==> src/rtl/pio_pkg.sv <==
// pio_pkg: shared defaults and helpers for the PIO FIFO.
//   WIDTH_DEF   - default data word width
//   DEPTH_DEF   - default entries per half (total storage is twice this)
//   level_width - bit width needed to hold an entry count of 0..2*depth
package pio_pkg;

  localparam int WIDTH_DEF = 32;
  localparam int DEPTH_DEF = 4;

  function automatic int level_width(input int depth);
    return $clog2(2 * depth) + 1;
  endfunction

endpackage

==> src/rtl/pio_fifo.sv <==
// pio_fifo: first-word-fall-through FIFO between a PIO state machine and
// its producer/consumer. Storage is 2*DEPTH words; join_en selects whether
// the active capacity is DEPTH or 2*DEPTH.
//
// Ports
//   pclk      - divided state-machine clock, all state changes on rising edge
//   reset     - synchronous, active-high
//   join_en   - 0: capacity DEPTH, 1: capacity 2*DEPTH (any change flushes)
//   flush     - discard all entries (error flags are kept)
//   push/din  - producer write strobe and data
//   pull      - consumer read strobe
//   dout      - head entry, combinational; 0 when empty
//   full      - level equals active capacity
//   empty     - level equals 0
//   level     - current entry count
//   clr_err   - clear sticky overflow/underflow
//   overflow  - sticky: a push was dropped because the FIFO was full
//   underflow - sticky: a pull arrived while the FIFO was empty
module pio_fifo
  import pio_pkg::*;
#(
  parameter int DEPTH = DEPTH_DEF,
  parameter int WIDTH = WIDTH_DEF
) (
  input  logic                          pclk,
  input  logic                          reset,
  input  logic                          join_en,
  input  logic                          flush,
  input  logic                          push,
  input  logic [WIDTH-1:0]              din,
  input  logic                          pull,
  output logic [WIDTH-1:0]              dout,
  output logic                          full,
  output logic                          empty,
  output logic [level_width(DEPTH)-1:0] level,
  input  logic                          clr_err,
  output logic                          overflow,
  output logic                          underflow
);

  localparam int SLOTS = 2 * DEPTH;
  localparam int PW    = $clog2(SLOTS);
  localparam int LW    = level_width(DEPTH);

  logic [WIDTH-1:0] mem [SLOTS];
  logic [PW-1:0]    rd_ptr;
  logic [PW-1:0]    wr_ptr;
  logic [LW-1:0]    count;
  logic             join_q;
  logic             ovf_flag;
  logic             unf_flag;

  logic [LW-1:0]    cap;
  logic             do_flush;
  logic             wr_ok;
  logic             rd_ok;
  logic             ovf_set;
  logic             unf_set;

  // Pointers wrap at the active capacity rather than at the storage size,
  // so in non-joined mode only the lower half of storage is used.
  function automatic logic [PW-1:0] next_ptr(input logic [PW-1:0] ptr,
                                             input logic [LW-1:0] limit);
    logic [LW-1:0] wide;
    wide = {{(LW-PW){1'b0}}, ptr};
    if (wide == limit - 1'b1) return '0;
    return ptr + 1'b1;
  endfunction

  always_comb begin
    cap      = join_q ? LW'(SLOTS) : LW'(DEPTH);
    full     = (count == cap);
    empty    = (count == '0);
    level    = count;
    overflow = ovf_flag;
    underflow = unf_flag;
    // A change of join_en reshapes the buffer, so contents are discarded.
    do_flush = flush | (join_en != join_q);
    // When full, a simultaneous pull frees the head slot for the push.
    wr_ok    = push & (~full | pull);
    rd_ok    = pull & ~empty;
    // Flush overrides both strobes, so they cannot raise errors that cycle.
    ovf_set  = push & full & ~pull & ~do_flush;
    unf_set  = pull & empty & ~do_flush;
    dout     = empty ? '0 : mem[rd_ptr];
  end

  always_ff @(posedge pclk) begin
    if (reset) begin
      rd_ptr   <= '0;
      wr_ptr   <= '0;
      count    <= '0;
      join_q   <= join_en;
      ovf_flag <= 1'b0;
      unf_flag <= 1'b0;
    end else begin
      join_q   <= join_en;
      // A new error in the same cycle as clr_err keeps the flag set.
      ovf_flag <= (ovf_flag & ~clr_err) | ovf_set;
      unf_flag <= (unf_flag & ~clr_err) | unf_set;
      if (do_flush) begin
        rd_ptr <= '0;
        wr_ptr <= '0;
        count  <= '0;
      end else begin
        if (wr_ok) wr_ptr <= next_ptr(wr_ptr, cap);
        if (rd_ok) rd_ptr <= next_ptr(rd_ptr, cap);
        count <= count + {{(LW-1){1'b0}}, wr_ok} - {{(LW-1){1'b0}}, rd_ok};
      end
    end
  end

  // Storage has no reset; emptiness is tracked by count and dout is masked.
  always_ff @(posedge pclk) begin
    if (!reset && !do_flush && wr_ok) mem[wr_ptr] <= din;
  end

endmodule

==> config.mk <==
export PLATFORM = sky130hd
export DESIGN_NAME = pio_fifo
export DESIGN_NICKNAME = d
export VERILOG_FILES = /design/src/rtl/pio_pkg.sv /design/src/rtl/pio_fifo.sv
export SDC_FILE = /design/constraint.sdc
export NUM_CORES = 1
export LEC_CHECK = 0
export ABC_AREA = 1
export BUFFER_PORTS_ARGS = -buffer_cell sky130_fd_sc_hd__buf_2
export CAP_MARGIN = 15
export CORE_UTILIZATION = 54
export CTS_CLUSTER_SIZE = 14
export DETAILED_ROUTE_END_ITERATION = 12
export GPL_ROUTABILITY_DRIVEN = 0
export PLACE_DENSITY = 0.78
export SKIP_LAST_GASP = 1
export SYNTH_ARGS = -nofsm -noshare
export SYNTH_HDL_FRONTEND = slang
export SYNTH_SLANG_ARGS = --single-unit
==> constraint.sdc <==
create_clock -name pclk -period 3.1 [get_ports pclk]
set_input_delay 0.93 -clock pclk [delete_from_list [all_inputs] [get_ports pclk]]
set_output_delay 0.93 -clock pclk [all_outputs]
set_load 0.05 [all_outputs]
==> impl_metrics.toml <==
[detailed_routing]
drtPass1Iterations = 5
ant_nets = 0
via_count = 7051
drc_errors = 0
vias_per_cell = 5.64
routed_wl_microns = 23400
drt_iter0_drc = 499
routedWlPerCell_microns = 18.7

[sta]
period_minus_slack_ps = 3020
fin_crit_sh = 0.976
finalClockSkew_ps = 8.82
grt_setup_unrepaired = "yes"
hold_viol = 0
setup-violations-final = 0
maxSlewViolCount = 0
fmax_ghz = 0.331
relSlewSlack = 0.696
fin_tns_setup_ps = 0
holdWs_ps = 482
worst_pin_slew_ps = 456

[synth]
syn_area_sq_um = 10900
syn_avg_cell_area_sq_um = 12.4
synth-main-ff-cell = "edfxtp_1"
ys_ff_latch = 272
syn-num-nets = 929
yosys_warnings = 0
yosysSeqAreaShare = 0.731
synthCells = 882
yosysUniqueCellTypes = 30
synth_edf_count = 256
async_flop_share = 0

[clocking]
path_clk_slew_ps = 60
cts_sinks = 272
htreeDepth = 1
ctsHoldBuffers = 0
clk_path_buf_depth = 3
cts_tree = "built"
cts-root-buf = "clkbuf_16"
clock_latency_ps = 520
cts_made_buffers = 27

[placed_design]
portBuffers = 78
hpwlAfterDp_microns = 12800

[layout]
mostFrequentLayoutCell = "edfxtp_1"
fin_util = 0.647
most-common-layout-cells = "edfxtp_1 (256), nor2_1 (237), o21ai_0 (113)"
drive_gt1_frac = 0.163
fillers = 1449
syn_to_final_growth_pct = 16.1
nets = 1016

[pwr]
irDropWorstVdd_v = 0.000476
pwr_density_cell_nw_per_um2 = 571
p_leak_uw = 0.00441
p_total_uw = 7260

[floorplan]
start_util = 0.557
die_area_sq_um = 20800
ioPinCount = 79
core_area_sq_um = 19700
dieWidth_microns = 144
row_count = 51
die_h_microns = 144

[worst_hold_path]
worstHoldPathType = "reg2reg"
hp-start = "underflow$_SDFF_PP0_"

[job]
max_cap_viol_count = 0

[worst_setup_path]
worstSetupPathType = "reg2out"
critical_path_peak_fanout = 34
required_ps = 2170
worst_setup_path_start_kind = "register"
cp-end-kind = "output pin"
regToRegStartpoint = "level[2]$_SDFF_PP0_"
arrival_ps = 2090

[global_route]
grt_usage = 0.225
grt_overflow_total = 0
grt_max_degree = 69
antenna_found_initial = 1
grt_pass1_vias = 6814
grt_pass1_wl_microns = 35200

[status]
status = "completed"
-- cells in the mapped netlist (2+ instances only) --
cell type  count  area (sq um)
a21oi_1        5          25.0
buf_1          3          11.3
buf_2         14          70.1
buf_4          3          22.5
buf_6         13           146
clkbuf_1      19          71.3
dfxtp_1       16           320
edfxtp_1     256          7690
ha_1           7          87.6
inv_1         20          75.1
inv_2          4          15.0
nand2_1       60           225
nand2_2        2          12.5
nand3_1       10          50.1
nor2_1       245           920
o211ai_1      32           240
o21ai_0      114           571
o21ai_1       16          80.1
o22ai_1       32           200
-- registers in the layout, summed over array words and instances (netlist names), named ones only --
register,flops
join_q,1
overflow,1
wr_ptr,3
mem,256
underflow,1
level,4
rd_ptr,3
-- worst paths after layout --
check | endpoint | slack, ps | depth (start not counted)
worst max-delay path | dout[2] | 80 | 7
worst max register to register | level[1]$_SDFF_PP0_ | 680 | 12
worst min-delay path | underflow$_SDFF_PP0_ | 480 | 2
worst min register to register | underflow$_SDFF_PP0_ | 480 | 2
-- cells by family (layout without fill, tap and decap cells) --
logic type,count (synthesis),after routing,share of synthesized area
other,0,1,0
adders and majority gates,8,8,0.00983
xor gates and xnor gates,2,2,0.00160
and+or+nand+nor,323,323,0.116
DFF,272,272,0.731
buffers and inverters,76,179,0.0376
AOI/OAI and AO/OA,201,201,0.103
-- what timing repair did --
item                                   in CTS  in global routing
endpoints found under the hold margin       0                  0
resized for setup                           8                 15
buffers inserted                            0                  2
setup endpoints to repair                  32                 32
cloned                                      0                  2
-- where the power goes --
group          internal [uW]  total (uW)  switching (uW)
clock network           1660        2930            1270
logic                   79.9         302             222
registers               4030        4030            7.27
total                   5770        7260            1500
-- final cells by class --
cell class,instances,area [sq um],share of cell area
antenna,1,2.50,0.000197
clock buffer,32,694,0.0546
clock inverter,13,82.6,0.00650
inverter,24,92.6,0.00728
multi-input combinational,534,2590,0.204
sequential,272,8020,0.631
tap,265,332,0.0261
timing repair buffer,110,905,0.0712
-- critical path, stage by stage (launching register included) --
cell	delay, ps
dfxtp_4	410
inv_4	170
clkbuf_16	250
nor2_1	60
o22ai_1	180
nor2_1	60
nor2_1	190
buf_4	240
-- metal layers --
metal / track usage / vias to the layer above / wire, microns
met5: 0 / - / 0
met4: 0.0753 / 0 / 561
met3: 0.0344 / 52 / 1720
met2: 0.381 / 253 / 11600
met1: 0.298 / 3416 / 9420
li1: - / 3330 / -
-- metrics by stage --
step	setup WS [ps]	instance area, sq um	instances
after floorplan	-135	11000	882
after global placement	424	11800	1201
after detailed placement	398	11800	1201
after CTS	-22.8	12600	1246
after global routing	-40.2	12700	1250
final	75.4	12700	1251
Power figures use the tool's default switching activity.
